$ cat src/rtl/storage_arbiter.sv
// storage_arbiter: round-robin arbiter that shares one registered-read storage
// unit among NREQ requesters. A requester can hold the port for a bounded run of
// back-to-back grants by asserting its lock bit.
module storage_arbiter #(
  parameter int NREQ     = 2,
  parameter int WIDTH    = 8,
  parameter int DEPTH    = 16,
  parameter int MAX_LOCK = 4,
  localparam int AW      = $clog2(DEPTH)
) (
  input  logic                  clk,
  input  logic                  rst_n,
  input  logic [NREQ-1:0]       req,
  input  logic [NREQ-1:0]       lock,
  input  logic [NREQ-1:0]       we,
  input  logic [NREQ-1:0]       re,
  input  logic [NREQ*AW-1:0]    addr,
  input  logic [NREQ*WIDTH-1:0] wdata,
  output logic [NREQ-1:0]       gnt,
  output logic [NREQ-1:0]       rvalid,
  output logic [WIDTH-1:0]      rdata,
  output logic [AW-1:0]         mem_addr,
  output logic [WIDTH-1:0]      mem_data_in,
  output logic                  mem_write_en,
  output logic                  mem_read_en,
  input  logic [WIDTH-1:0]      mem_data_out
);

  localparam int PW = $clog2(NREQ);
  localparam int CW = $clog2(MAX_LOCK + 1);
  localparam logic [PW-1:0] LAST     = PW'(NREQ - 1);
  localparam logic [CW-1:0] LOCK_MAX = CW'(MAX_LOCK);

  logic [PW-1:0]   ptr_q, ptr_d;
  logic [PW-1:0]   owner_q, owner_d;
  logic            ownerValid_q, ownerValid_d;
  logic [CW-1:0]   lockCnt_q, lockCnt_d;
  logic [NREQ-1:0] rvalid_q, rvalid_d;

  logic            winValid;
  logic [PW-1:0]   winIdx;
  logic [PW-1:0]   cand;
  logic [NREQ-1:0] gntOneHot;
  logic [CW-1:0]   grantNum;
  logic [PW-1:0]   nextIdx;
  logic [PW-1:0]   ownerNext;
  int              idx;

  // Pick the winner: a live locked owner keeps the port, otherwise search from ptr.
  always_comb begin
    winValid = 1'b0;
    winIdx   = '0;
    idx      = 0;
    cand     = '0;
    if (ownerValid_q && req[owner_q] && (lockCnt_q < LOCK_MAX)) begin
      winValid = 1'b1;
      winIdx   = owner_q;
    end else begin
      for (int off = 0; off < NREQ; off++) begin
        idx = int'(ptr_q) + off;
        if (idx >= NREQ) idx = idx - NREQ;
        cand = PW'(idx);
        if (!winValid && req[cand]) begin
          winValid = 1'b1;
          winIdx   = cand;
        end
      end
    end
    if (!rst_n) winValid = 1'b0;
    gntOneHot = '0;
    if (winValid) gntOneHot[winIdx] = 1'b1;
  end

  // Route the winner's access onto the storage port; everything idles without a grant.
  always_comb begin
    mem_addr     = '0;
    mem_data_in  = '0;
    mem_write_en = 1'b0;
    mem_read_en  = 1'b0;
    for (int i = 0; i < NREQ; i++) begin
      if (winValid && (winIdx == PW'(i))) begin
        mem_addr     = addr[i*AW +: AW];
        mem_data_in  = wdata[i*WIDTH +: WIDTH];
        mem_write_en = we[i];
        mem_read_en  = re[i];
      end
    end
  end

  // Work out lock-run bookkeeping, pointer advance and the read strobe for next cycle.
  always_comb begin
    grantNum     = (ownerValid_q && (owner_q == winIdx)) ? lockCnt_q + CW'(1) : CW'(1);
    nextIdx      = (winIdx == LAST) ? '0 : winIdx + PW'(1);
    ownerNext    = (owner_q == LAST) ? '0 : owner_q + PW'(1);
    ptr_d        = ptr_q;
    owner_d      = owner_q;
    ownerValid_d = ownerValid_q;
    lockCnt_d    = lockCnt_q;
    if (winValid) begin
      if (lock[winIdx] && (grantNum < LOCK_MAX)) begin
        owner_d      = winIdx;
        ownerValid_d = 1'b1;
        lockCnt_d    = grantNum;
      end else begin
        ownerValid_d = 1'b0;
        lockCnt_d    = '0;
        ptr_d        = nextIdx;
      end
    end else if (ownerValid_q && !req[owner_q]) begin
      ownerValid_d = 1'b0;
      lockCnt_d    = '0;
      ptr_d        = ownerNext;
    end
    rvalid_d = (winValid && mem_read_en) ? gntOneHot : '0;
  end

  // Arbitration state and read strobe registers; reset drops any read in flight.
  always_ff @(posedge clk or negedge rst_n) begin
    if (!rst_n) begin
      ptr_q        <= '0;
      owner_q      <= '0;
      ownerValid_q <= 1'b0;
      lockCnt_q    <= '0;
      rvalid_q     <= '0;
    end else begin
      ptr_q        <= ptr_d;
      owner_q      <= owner_d;
      ownerValid_q <= ownerValid_d;
      lockCnt_q    <= lockCnt_d;
      rvalid_q     <= rvalid_d;
    end
  end

  assign gnt    = gntOneHot;
  assign rvalid = rvalid_q;
  assign rdata  = mem_data_out;

endmodule

$ cat config.mk
export PLATFORM = sky130hd
export DESIGN_NAME = storage_arbiter
export DESIGN_NICKNAME = d
export VERILOG_FILES = /design/src/rtl/storage_arbiter.sv
export SDC_FILE = /design/constraint.sdc
export NUM_CORES = 1
export LEC_CHECK = 0
export ABC_CLOCK_PERIOD_IN_PS = 3120
export CORE_ASPECT_RATIO = 0.7
export CORE_MARGIN = 5
export CORE_UTILIZATION = 30
export CTS_CLUSTER_DIAMETER = 100
export DETAILED_ROUTE_END_ITERATION = 12
export PLACE_DENSITY = 0.8
export SLEW_MARGIN = 20
export SYNTH_ARGS = -nofsm -noshare
export SYNTH_HDL_FRONTEND = slang
export SYNTH_SLANG_ARGS = --single-unit
$ cat constraint.sdc
create_clock -name clk -period 3.12 [get_ports clk]
set_input_delay 0.936 -clock clk [delete_from_list [all_inputs] [get_ports clk]]
set_output_delay 0.936 -clock clk [all_outputs]
set_load 0.1 [all_outputs]
After elaboration in Yosys (flattened, before gate mapping)
Cells that the tools add are included.
Widths: inputs -> output; s select.
{ "word_totals": {"regBits": 8, "input_bits": 42, "out_inout_bits": 26, "elab_cells": 82} }
{ "op_classes": {"n_lt_le_gt_ge": 9, "bitwise": 1, "muxes": 44, "eq_ne": 2, "add_sub_neg": 6, "n_reduce_logical": 15} }
{ "ops": {"columns": ["op", "count"], "rows": [
  ["$mux 1", 33],
  ["$mux 8", 2],
  ["$mux 3", 4],
  ["$logic_and 1x1->1", 10],
  ["$lt 1x2->1 const B", 4],
  ["$mux 4", 2],
  ["$lt 3x3->1 const B", 2],
  ["$mux 2", 2],
  ["$reduce_and 2->1", 2],
  ["$add 3x1->3 const B", 1],
  ["$add 1x1->1 const B", 2],
  ["$add 1x1->2 const B", 1],
  ["$ge 1x2->1 const B", 1],
  ["$ge 2x2->1 const B", 1],
  ["$logic_not 1->1", 2],
  ["$ne 2x2->1 const B", 1],
  ["$reduce_bool 2->1", 1],
  ["$sub 1x1->1 const B", 2],
  ["$demux 1 s1", 1],
  ["$eq 1x1->1", 1],
  ["$ge 1x1->1 const B", 1],
  ["$not 1->1", 1]
]} }

Logic depth before layout (Yosys ltp)
{ "depth": {"depth_word": 20, "mapped_depth": 6, "depth_no_buf": 5} }

Least setup slack after synthesis
No wires, ideal clock.
{ "synth_timing": {"path_type": "input port to output port", "from": "input req[0]", "to": "output mem_addr[0]", "n_path_buf": 2, "path_slack_ps": -786, "t_required_ps": 2184, "t_arrival_ps": 2970, "stages": 6, "cell_sequence": "inv_2 -> o311ai_1 -> buf_4 -> buf_4 -> mux2i_1 -> nor2_1"} }
{ "synth_via": {"elab_chain_cells": 12, "elab_cells_between_ends": 23, "cone_classes": "16 x mux; 1 x bitwise; 6 x reduce/logical"} }
{ "synth_lines": {"columns": ["item", "line_no", "text"], "rows": [
  ["from (decl)", "13", "input logic [NREQ-1:0] req,"],
  ["$mux 1 (implied by the code) (2 in a row)", "63", "if (!winValid && req[cand]) begin"],
  ["$mux 1", "63", null],
  ["$mux 1", "55", "if (ownerValid_q && req[owner_q] && (lockCnt_q < LOCK_MAX)) begin"],
  ["$logic_not 1->1", "63", null],
  ["$logic_and 1x1->1", "63", null],
  ["$mux 1", "63", null],
  ["$mux 1", "55", null],
  ["$mux 1 or $not 1->1 (tied branches)", "69, 81", null],
  ["$logic_and 1x1->1", "81", "if (winValid && (winIdx == PW'(i))) begin"],
  ["$mux 4", "81", null],
  ["$mux 4 (*)", "81", null],
  ["to (decl)", "22", "output logic [AW-1:0] mem_addr,"]
]} }
Every way passes the cells marked *; elsewhere a longest branch is shown, timed or not. The select of a mux whose other input is x is not followed.

Final worst setup path
{ "layout_timing": {"from": "input rst_n", "to": "output gnt[1]"} }
{ "layout_via": {"elab_chain_cells": 2} }
{ "layout_lines": {"columns": ["item", "line_no", "text"], "rows": [
  ["from (decl)", "12", "input logic rst_n,"],
  ["$mux 1", "69", "if (!rst_n) winValid = 1'b0;"],
  ["$mux 2", "71", "if (winValid) gntOneHot[winIdx] = 1'b1;"],
  ["to (decl)", "19", "output logic [NREQ-1:0] gnt,"]
]} }
Every way passes these cells.

==> impl_summary.txt <==
----------------------------------------------------
[Routing]
  Routed wire length ... 3.68 mm
  DR WL/cell ... 21.8 um
  Final routed DRC violation total ... 0
  Vias after detailed routing ... 886
  Vias per Instance ... 5.24
  Drt initial violations ... 23
  Length of the first detailed-routing pass in iterations ... 4
  ANT nets after route ... 0

[Timing]
  Clock skew after layout ... 0.0107 ns
  Max-slew headroom ... 72.6%
  Setup TNS ... 0 ns
  Shortest period the worst path allows ... 3.08 ns
  Number of endpoints with negative hold slack in the final report ... 0
  Slew at the pin with the worst max-slew slack ... 0.408 ns
  Peak Freq ... 0.325 GHz
  Final Slew Violations ... 0
  Period Utilization, post-route ... 98.6%
  Final setup viols ... 0
  Final worst hold slack ... 0.544 ns
  Setup repair after global routing missed its margin ... no

[Floorplan]
  Die outline width ... 68.4 um
  Number of placement rows ... 14
  Die height ... 50.9 um
  Die Area ... 3480 um^2
  Effective utilization at floorplan ... 32.5%
  Boundary Pins ... 68
  Area of the core ... 2210 um^2

[Worst setup path]
  Highest-delay cell along the critical path ... sky130_fd_sc_hd__clkdlybuf4s50_1
  Critical path start-end classification ... input port to primary output
  Startpoint of the worst setup timing path ... rst_n
  Nature of the critical path endpoint ... primary output
  Number of cells on the worst reg-to-reg path ... 8
  R2r startpoint ... ownerValid_q
  Crit path launch type ... input port
  Sum of buffers and inverters on the critical path ... 3
  Sequence of cells on the critical path ... clkdlybuf4s50_1, o21ai_2, buf_12, nor2_4, buf_12
  Slowest stage delay, CP ... 0.54 ns
  Data arrival time of the worst path ... 2.14 ns
  Number of stages on the worst setup path ... 5
  Most numerous cell on the critical path ... sky130_fd_sc_hd__buf_12
  Max FO, Critical Path ... 8
  Cell type group with the largest total delay on the critical path ... buffers and inverters
  Data required time of the worst path ... 2.18 ns

[Finish]
  Finished layout cell area ... 1860 um^2
  Leading cell types in the layout, fill and taps excluded ... 31 x sky130_fd_sc_hd__clkdlybuf4s50_1, 20 x sky130_fd_sc_hd__buf_12, 15 x sky130_fd_sc_hd__nor2_4, 14 x sky130_fd_sc_hd__mux2i_4, 10 x sky130_fd_sc_hd__buf_4
  Share of post-route cells with drive strength above 1 ... 53.3%
  Layout overhead on the synthesized area ... 159%
  Filler instances ... 108
  End-of-flow core utilization ... 84.2%
  Layout Cells excl Fill ... 169
  Nets ... 182
  Count of inserted antenna diode cells ... 0
  Most common library cell in the layout ignoring fill and taps ... sky130_fd_sc_hd__clkdlybuf4s50_1

[Placed design]
  Placement-stage cell area ... 1580 um^2
  Placed cell count ... 163
  HPWL after detailed placement ... 2.37 mm
  I/O Buffers ... 51
  Final weighted congestion in routability-driven placement ... 0.830

[Clocking]
  TritonCTS clock tree ... yes
  Sinks on Clock Net ... 8
  H-tree Lvls ... 1
  Clock slew at reported path FFs ... 0.06 ns
  Post-cts hold buffer count ... 0
  Number of buffers on the longest clock path ... 2
  Clock network latency to the later pin of the worst-skew pair ... 0.26 ns
  Number of buffers added by the clock tree synthesis step ... 3
  Buffer cell driving the clock tree root ... sky130_fd_sc_hd__clkbuf_4

[Logic synthesis]
  Number of distinct library cells after synthesis ... 29
  Cell type with the highest aggregate area in the netlist ... sky130_fd_sc_hd__dfrtp_1
  Mapped Nets ... 123
  Largest cells by area after synthesis ... sky130_fd_sc_hd__dfrtp_1 28%, sky130_fd_sc_hd__mux2i_1 21%, sky130_fd_sc_hd__buf_4 10%, sky130_fd_sc_hd__nor2_1 8.9%, sky130_fd_sc_hd__and2_1 2.6%
  Sequential-to-total area share from yosys stat ... 27.9%
  FFs w/ async S/R, synth ... 100%
  Syn_area_per_cell ... 8.96 um^2
  Cells after synthesis ... 80
  Fraction of post-synthesis cell area in the top cell type by area ... 27.9%
  Number of warning messages in the yosys log ... 0
  Most instantiated flip-flop cell in the synthesis netlist ... sky130_fd_sc_hd__dfrtp_1
  Register bit total from synthesis ... 8
  Post-synth EDFFs ... 0
  Cell area after synthesis ... 717 um^2

[Power and ir drop]
  Worst-case vdd ir drop ... 0.272 mV
  Total leakage power ... 0.000698 uW
  Total power per unit cell area ... 423 nW/um^2

[Run]
  Max-capacitance violation count ... 0

[Min path]
  Instance count along the most critical hold path ... 1
  Startpoint of the most critical hold path ... lockCnt_q[1]
  Min-Delay Path Class ... register to register

[Global route]
  Global-route wire length before repair ... 5.71 mm
  Antenna violations before repair ... 0
  Number of global-route vias before repair ... 1014
  All-Layer GR Usage ... 23.4%
  Largest net degree at the start of global routing ... 9
  Global route overflow ... 0

[Run status]
  Run status ... completed

----------------------------------------------------
sequential cells by signal (all words and copies together), names as in the netlist:
name,count
lockCnt_q,3
rvalid,2
ownerValid_q,1
owner_q,1
ptr_q,1
cell usage after synthesis, types with 2 or more instances:
library cell	instances
sky130_fd_sc_hd__a21oi_1	2
sky130_fd_sc_hd__o21ai_0	2
sky130_fd_sc_hd__buf_4	10
sky130_fd_sc_hd__mux2i_1	15
sky130_fd_sc_hd__nor2_1	17
sky130_fd_sc_hd__a21boi_0	2
sky130_fd_sc_hd__and2_1	3
sky130_fd_sc_hd__dfrtp_1	8
report_power, final:
part | total, uW | internal [uW] | switching [uW]
clock | 82.3 | 44.2 | 38.0
combinational | 557 | 258 | 299
sequential | 147 | 120 | 27.3
total | 786 | 422 | 364
layer usage:
metal	vias to the layer above	part of all wire, %	track usage, %
li1	392	-	-
met1	432	34	24.6
met2	45	56	43.3
met3	17	4.8	2.63
met4	0	4.9	15.5
met5	-	0	0
final timing paths:
kind	slack (ns)	end
worst max-delay path	0.04	gnt[1]
worst min-delay path	0.54	lockCnt_q[1]
worst max register to register	0.82	ptr_q
worst min register to register	0.54	lockCnt_q[1]
max in group asynchronous	1.91	rvalid[1]
min in group asynchronous	1.07	owner_q
repair_timing:
item | 4_1_cts | 5_1_grt
gates resized for setup | 37 | 4
endpoints found under the setup margin | 16 | 11
gates cloned | 2 | 0
pin swaps | 2 | 1
setup buffers | 3 | 0
logic make-up (layout without fill, tap and decap cells):
group	Yosys count	count (layout)	share of synthesized area, %
AO/OA/AOI/OAI	15	15	15.9
XOR/XNOR	1	1	1.22
adder cells (fa/ha/maj)	1	1	1.74
buffers and inverters	12	69	11.5
flip-flops	8	8	27.9
multiplexers	17	17	24.4
AND/OR/NAND/NOR	26	26	17.3
per-stage QoR:
stage	total power, uW	worst slack, ns
after detailed placement	590	-0.354
final	786	0.0448
after CTS	791	0.00181
after floorplan	456	-0.250
after global placement	578	-0.320
after global routing	817	0.0205
cell type report:
cell class | instances | area [um^2] | area share (%)
Inverter | 1 | 3.75 | 0.202
Clock buffer | 3 | 22.5 | 1.21
Sequential cell | 8 | 200 | 10.8
Timing Repair Buffer | 65 | 830 | 44.6
Tap cell | 32 | 40.0 | 2.15
Multi-Input combinational cell | 60 | 762 | 41.0
Power figures use the tool's default switching activity.
